[src/rtl/ggt_pkg.sv]
// Shared definitions for the subtractive-Euclid GCD engine.
package ggt_pkg;

    localparam int unsigned GGT_WIDTH = 16;

    typedef enum logic [1:0] {
        IDLE,
        CALC,
        DONE
    } state_t;

endpackage

[src/rtl/ggt_datapath.sv]
// Operand registers, comparator and subtractor for the GCD engine.
module ggt_datapath
    import ggt_pkg::*;
#(
    parameter int unsigned WIDTH = GGT_WIDTH
) (
    input  logic             clk,
    input  logic             rst_i,
    input  logic             i_load,
    input  logic             i_step,
    input  logic [WIDTH-1:0] i_opa,
    input  logic [WIDTH-1:0] i_opb,
    output logic             o_done_cond,
    output logic [WIDTH-1:0] o_result
);

    logic [WIDTH-1:0] r_a;
    logic [WIDTH-1:0] r_b;
    logic             w_a_zero;
    logic             w_b_zero;
    logic             w_eq;
    logic             w_a_gt_b;

    assign w_a_zero = (r_a == '0);
    assign w_b_zero = (r_b == '0);
    assign w_eq     = (r_a == r_b);
    assign w_a_gt_b = (r_a > r_b);

    assign o_done_cond = w_a_zero | w_b_zero | w_eq;
    // a zero operand yields the other one; otherwise both equal, or B is zero
    assign o_result    = w_a_zero ? r_b : r_a;

    always_ff @(posedge clk or posedge rst_i) begin
        if (rst_i) begin
            r_a <= '0;
            r_b <= '0;
        end else if (i_load) begin
            r_a <= i_opa;
            r_b <= i_opb;
        end else if (i_step) begin
            if (w_a_gt_b) begin
                r_a <= r_a - r_b;
            end else begin
                r_b <= r_b - r_a;
            end
        end
    end

endmodule

[src/rtl/ggt_euclid.sv]
// Iterative GCD engine: start strobe in, level-held valid and result out.
module ggt_euclid
    import ggt_pkg::*;
#(
    parameter int unsigned WIDTH = GGT_WIDTH
) (
    input  logic             clk,
    input  logic             rst_i,
    input  logic             start_i,
    input  logic [WIDTH-1:0] Zahl1_i,
    input  logic [WIDTH-1:0] Zahl2_i,
    output logic             valid_o,
    output logic [WIDTH-1:0] ergebnis_o
);

    state_t           r_state;
    state_t           w_next;
    logic             w_load;
    logic             w_step;
    logic             w_finish;
    logic             w_done_cond;
    logic [WIDTH-1:0] w_result;
    logic             r_valid;
    logic [WIDTH-1:0] r_ergebnis;

    ggt_datapath #(
        .WIDTH(WIDTH)
    ) u_datapath (
        .clk        (clk),
        .rst_i      (rst_i),
        .i_load     (w_load),
        .i_step     (w_step),
        .i_opa      (Zahl1_i),
        .i_opb      (Zahl2_i),
        .o_done_cond(w_done_cond),
        .o_result   (w_result)
    );

    always_ff @(posedge clk or posedge rst_i) begin
        if (rst_i) begin
            r_state <= IDLE;
        end else begin
            r_state <= w_next;
        end
    end

    always_comb begin
        w_next = r_state;
        unique case (r_state)
            IDLE, DONE: if (start_i) w_next = CALC;
            CALC:       if (w_done_cond) w_next = DONE;
            default:    w_next = IDLE;
        endcase
    end

    always_comb begin
        w_load   = 1'b0;
        w_step   = 1'b0;
        w_finish = 1'b0;
        unique case (r_state)
            IDLE, DONE: w_load = start_i;
            CALC: begin
                w_step   = ~w_done_cond;
                w_finish = w_done_cond;
            end
            default: ;
        endcase
    end

    always_ff @(posedge clk or posedge rst_i) begin
        if (rst_i) begin
            r_valid    <= 1'b0;
            r_ergebnis <= '0;
        end else if (w_load) begin
            r_valid <= 1'b0;
        end else if (w_finish) begin
            r_valid    <= 1'b1;
            r_ergebnis <= w_result;
        end
    end

    assign valid_o    = r_valid;
    assign ergebnis_o = r_ergebnis;

endmodule

[config.mk]
export PLATFORM = sky130hd
export DESIGN_NAME = ggt_euclid
export DESIGN_NICKNAME = d
export VERILOG_FILES = /design/src/rtl/ggt_pkg.sv /design/src/rtl/ggt_datapath.sv /design/src/rtl/ggt_euclid.sv
export SDC_FILE = /design/constraint.sdc
export NUM_CORES = 1
export LEC_CHECK = 0
export BUFFER_PORTS_ARGS = -buffer_cell sky130_fd_sc_hd__buf_2
export CAP_MARGIN = 10
export CORE_ASPECT_RATIO = 1.1
export CORE_MARGIN = 2
export CORE_UTILIZATION = 40
export CTS_BUF_LIST = sky130_fd_sc_hd__clkbuf_4 sky130_fd_sc_hd__clkbuf_8
export DETAILED_ROUTE_END_ITERATION = 8
export GPL_ROUTABILITY_DRIVEN = 0
export SYNTH_ARGS = -nofsm -noshare
export SYNTH_HDL_FRONTEND = slang
export SYNTH_HIERARCHICAL = 1
export SYNTH_SLANG_ARGS = --single-unit
[constraint.sdc]
create_clock -name clk -period 2.8 [get_ports clk]
set_input_delay 0.28 -clock clk [delete_from_list [all_inputs] [get_ports clk]]
set_output_delay 0.28 -clock clk [all_outputs]
set_load 0.01 [all_outputs]
## Word-level counts from Yosys, hierarchy flattened

Cells that the tools add are included.

- Register bits: 51
- Bits of input ports: 35
- Output and inout port bits: 17
- Logic and storage cells: 44

- Add/sub/neg operators: 2
- Magnitude comparators: 1
- Equal/unequal tests: 6
- Multiplexer cells: 15
- Bitwise logic cells: 4
- Reductions and logical operators: 11

Operators by type and width:

| cell | number |
|---|---|
| $mux 16 | 7 |
| $logic_not 16->1 | 2 |
| $sub 16x16->16 | 2 |
| $eq 16x16->1 | 1 |
| $gt 16x16->1 | 1 |
| $reduce_and 2->1 | 4 |
| $reduce_bool 2->1 | 3 |
| $mux 1 | 5 |
| $mux 2 | 2 |
| $ne 2x2->1 const B | 2 |
| $pmux 2 s2 | 1 |
| $eq 2x1->1 const B | 1 |
| $eq 2x2->1 const B | 1 |
| $logic_not 2->1 | 1 |
| $ne 2x1->1 const B | 1 |
| $not 1->1 | 2 |
| $or 1x1->1 | 2 |
| $reduce_or 2->1 | 1 |

## Longest topological paths before layout

- Depth after elaboration: 7
- Mapped depth: 14
- Depth with buffers taken out: 11

## By module

Netlist, hierarchy kept.

Modules (own cells, without submodules):

| module | times used | cells an instance | area an instance (um^2) |
|---|---|---|---|
| ggt_datapath | 1 | 445 | 3403.3 |
| ggt_euclid | 1 | 47 | 778.2 |

## Worst setup path before layout

Ideal clock, no wire load.

- Path kind: reg-to-reg
- Start point: register u_datapath.r_a[4]
- End point: register u_datapath.r_a[12]
- Library setup time: 0.124 ns
- Data arrival time: 2.534 ns
- Data required time: 2.676 ns
- Path slack: 0.142 ns
- Stages on the path, launching flop included: 14
- Path buffers: 2
- Period minus slack after synthesis: 2.658 ns
- Path through: dfrtp_1 > inv_1 > ha_1 > buf_4 > and4_1 > nand4_1 > nand2_1 > nor3b_1 > inv_1 > a2111oi_0 > a311o_1 > buf_4 > nor2_1 > a211o_1

- Cells in the longest elaborated chain, start to end: 7

Ends and longest elaborated chain:

| item | line | source |
|---|---|---|
| start, declared | ggt_datapath.sv:17 | `logic [WIDTH-1:0] r_a;` |
| start signal, assigned | ggt_datapath.sv:38 | `r_a <= i_opa;` |
| start signal, assigned | ggt_datapath.sv:42 | `r_a <= r_a - r_b;` |
| $logic_not 16->1 | ggt_datapath.sv:24 | `assign w_a_zero = (r_a == '0);` |
| $or 1x1->1 | ggt_datapath.sv:29 | `assign o_done_cond = w_a_zero \| w_b_zero \| w_eq;` |
| $or 1x1->1 (*) | ggt_datapath.sv:29 |  |
| net w_done_cond | ggt_euclid.sv:21 | `logic w_done_cond;` |
| $not 1->1 (*) | ggt_euclid.sv:63 | `w_step = ~w_done_cond;` |
| $mux 1 (*) | ggt_euclid.sv:60 | `unique case (r_state)` |
| net w_step | ggt_euclid.sv:19 | `logic w_step;` |
| $reduce_bool 2->1 (no source line) (*) | -- |  |
| $reduce_and 2->1 (no source line) (*) | -- |  |

Mark *: on every way through the listed nets, which the timed path passes. The rest lies on a longest branch. The select of a mux whose other input is x is not followed.
A chain may end at the register's enable or synchronous reset.

## Final worst setup path

- Start point: register u_datapath.r_a[8]
- End point: register u_datapath.r_a[12]

The elaborated chain is that of the path after synthesis.

==> results.txt <==
STA puts the critical path data required time at 3.03 ns. The run finished with clean final reports. The placeable core area came out at 0.0103 mm2. The post-synthesis cell type count is 57.

The pin slew with the least headroom to its limit is 0.698 ns. The critical path goes through inv_1, ha_1, and4_1, nand4_1, nand2_1, nor3b_2, inv_2, a2111oi_4, a311o_1, buf_6, nor2_1, a211o_1. In the final layout, the multi-input gates occupy 0.00265 mm2. The number of warnings reported in the yosys synthesis log came out at 6. The setup path with the least slack is of type reg -> reg. The antenna diode count came out at 0.

The proportion of layout cells with a drive suffix above 1 is a little over a quarter. For this block, the routed nets add up to ~12 mm of wire. The worst hold path belongs to the class in -> async. The H-tree generated during clock tree synthesis spans 2 levels. The first-pass iteration count of the detailed router is 6.

The die boundary width is 101 um. The largest net degree at the start of global routing is 33. The deepest clock path buffer count came out at 2. The worst path meets setup with roughly 0.11 ns of slack. The tree is rooted in a sky130_fd_sc_hd__clkbuf_8.

For this run, the leading register cell type out of synthesis is sky130_fd_sc_hd__dfrtp_1. The HPWL after detailed placement is around 9.6 mm. The layout overhead on the synthesized area is 21.3%.

The synthesized cell area came out at ~0.0042 mm2. The post-route clock skew came out at between 0.009 and 0.01 ns. The first global-routing pass estimated 20.6 mm of wire. The worst pin sits at a relative slew slack of about 53%. TritonCTS built the clock tree. Pin placement for this block handled 52 I/O pins. The via count of the first global-routing pass was between 3000 and 4000. The number of hold violations in the final report is 0. The number of hold buffers added after CTS was 0.

The upper clock frequency limit is roughly 0.37 GHz. The worst setup path is launched from a register. For this run, design rule violations remaining after detail routing come to 0. The number of maximum-capacitance violations is 0. The number of nets at the end of the flow is about 650.

The share of the clock period used by the worst path came out at a little over nine tenths. The net count after synthesis is 560. The post-CTS clock slew at the launch and capture registers of the worst setup and hold paths came out at 0.11 ns. The number of placement rows came out at 39. The slowest stage of the critical path belongs to the cell sky130_fd_sc_hd__dfrtp_1. The post-synthesis sequential area ratio is a little under a third.

Counting flops with an async set or reset pin after synthesis yields a share of 100%. The mean post-synth cell area came out at between 8 and 9 um2. The minimum period implied by the final worst setup slack is between 2 and 3 ns.

The detail route stage leaves a number of antenna-violating nets equal to 0. The floorplan step defined a die boundary enclosing between 0.01 and 0.015 mm2. The number of antenna violations at the first check in global routing is 0. The total count of max-transition violations in the final report came out at 0. The global router's overall resource usage is between 20% and 30%. The detailed router placed 3961 vias in this run.

The worst slack at placement came out at 0.0333 ns. The fill cell instance count of the final layout is about 1000. Synthesis inferred between 50 and 60 register bits. The area of all sequential standard cells came out at between 0.001 and 0.0015 mm2.

The number of design-rule violations left by the first detailed-router iteration came out at about 250. The largest delay contributor family on the critical path is simple AND/OR/NAND/NOR gates. The count of buffer and inverter cells on the critical path came out at 3. The count of buffers from port buffering came out at about 50.

After detailed routing, the average wire length per cell comes to 17.0 um. The vertical extent of the die came out at about 110 um. CTS saw between 50 and 60 sinks. After technology mapping, the gate count stands at a little under 500. The arrival time reported for the critical path endpoint is slightly below 3 ns.

Setup violations remaining at the end of the flow were counted as 0. The largest fanout on the critical path is 6. The initial utilization of the core area, before any placement, comes to about 40%. The type of element capturing the critical path is a register. The average vias per placed instance is roughly 5.5. The delay of the slowest cell on the worst path came out at roughly 0.4 ns. In this run, synthesis inferred 0 flip-flops with an integrated enable. After global routing the overflow that remains totals 0. The clock buffer count from CTS is 5. The clock latency at the later pin of the worst-skew pair is around 0.33 ns.
[synth_stat cells (all sizes together), types with 3 or more instances]
| cell type | count | share of area (%) |
|---|---|---|
| a211o | 6 | 1.3 |
| a211oi | 8 | 1.6 |
| a21o | 12 | 2.2 |
| a21oi | 35 | 4.2 |
| a31oi | 4 | 0.60 |
| and4 | 6 | 1.3 |
| buf | 11 | 1.9 |
| clkbuf | 16 | 1.4 |
| dfrtp | 51 | 31 |
| ha | 31 | 9.3 |
| inv | 43 | 3.9 |
| mux2 | 16 | 5.1 |
| mux2i | 7 | 1.7 |
| nand2 | 62 | 5.7 |
| nand2b | 11 | 1.6 |
| nand3 | 12 | 1.4 |
| nand3b | 11 | 2.0 |
| nand4 | 5 | 0.75 |
| nor2 | 24 | 2.2 |
| nor2b | 3 | 0.63 |
| nor3 | 8 | 0.96 |
| nor3b | 3 | 0.54 |
| nor4 | 8 | 1.2 |
| o211ai | 7 | 1.3 |
| o21ai | 27 | 3.2 |
| o221a | 6 | 1.6 |
| o22ai | 6 | 0.90 |
| o311ai | 3 | 0.63 |
| or2 | 5 | 0.75 |
| xnor2 | 14 | 2.9 |
| xor2 | 8 | 1.7 |
[cell families (layout without fill, tap and decap cells)]
logic type / after synthesis / count (layout) / synth area share [%]
AO/OA/AOI/OAI: 130 / 130 / 20.7
XOR/XNOR: 22 / 22 / 4.61
adder cells (fa/ha/maj): 33 / 33 / 10.2
buffers and inverters: 70 / 160 / 7.24
flip-flops: 51 / 51 / 30.5
multiplexers: 23 / 23 / 6.79
AND/OR/NAND/NOR: 163 / 163 / 19.9
[worst min-delay path: cells and delay by family]
| family | cells | cell delay, ns |
|---|---|---|
| buf+inv | 3 | 0.55 |
[cell type report]
cell class / count / share of cell area (%)
timing repair buffer: 109 / 13.9
tap: 143 / 3.53
multi-input combinational: 371 / 52.2
sequential: 51 / 25.2
clock buffer: 6 / 1.63
clock inverter: 2 / 0.321
inverter: 43 / 3.18
[metal layers]
layer	vias up	track usage, %	routed length [um]
met5	-	0	0
met4	0	4.95	165
met3	11	2.21	665
met2	142	35.8	5550
met1	1882	34.6	5930
li1	1926	-	-
[cell usage in the layout (no fill, tap or decap), types with 8 or more instances in the layout]
master	count
sky130_fd_sc_hd__nand2_1	61
sky130_fd_sc_hd__buf_4	56
sky130_fd_sc_hd__dfrtp_1	51
sky130_fd_sc_hd__buf_2	51
sky130_fd_sc_hd__inv_1	41
sky130_fd_sc_hd__a21oi_1	34
sky130_fd_sc_hd__ha_1	31
sky130_fd_sc_hd__o21ai_0	26
sky130_fd_sc_hd__nor2_1	24
sky130_fd_sc_hd__xnor2_1	14
sky130_fd_sc_hd__a21o_1	12
sky130_fd_sc_hd__nand3_1	12
sky130_fd_sc_hd__nand2b_1	11
sky130_fd_sc_hd__nand3b_1	11
sky130_fd_sc_hd__mux2_4	9
sky130_fd_sc_hd__nor3_1	8
sky130_fd_sc_hd__xor2_1	8
sky130_fd_sc_hd__nor4_1	8
[registers in the layout, summed over array words and instances, names as in the netlist]
signal and cells:
ergebnis_o 16, u_datapath/r_a 16, u_datapath/r_b 16, r_state 2
valid_o 1
[metrics by stage]
stage	setup TNS, ns	hold slack (ns)	util [%]	cell area, um2	instances
after detailed placement	0	0.430	47.7	4910	714
after floorplan	0	0.231	-	4180	492
final	0	0.0573	49.3	5070	725
after global routing	-0.00617	0.108	49.3	5070	725
after CTS	0	0.0715	48.6	5010	722
after global placement	0	0.417	47.7	4910	714
[repair_timing]
item	4_1_cts	5_1_grt
endpoints found under the setup margin	1	18
setup buffers	0	3
pin swaps	0	2
resized for setup	1	10
[final timing paths]
path | endpoint | startpoint | slack, ns | cells past startpoint
max in group asynchronous | ergebnis_o[14] | rst_i | 2.30 | 2
min in group clk | u_datapath/r_a[12] | Zahl1_i[12] | 0.16 | 2
setup / recovery | u_datapath/r_a[12] | u_datapath/r_a[8] | 0.11 | 12
setup reg to reg | u_datapath/r_a[12] | u_datapath/r_a[8] | 0.11 | 12
hold reg to reg | ergebnis_o[10] | ergebnis_o[10] | 0.51 | 1
hold / removal | u_datapath/r_a[8] | rst_i | 0.06 | 3
Power is not shown: default switching activity piles up to over one toggle a cycle in this logic, so the estimate is an artifact.
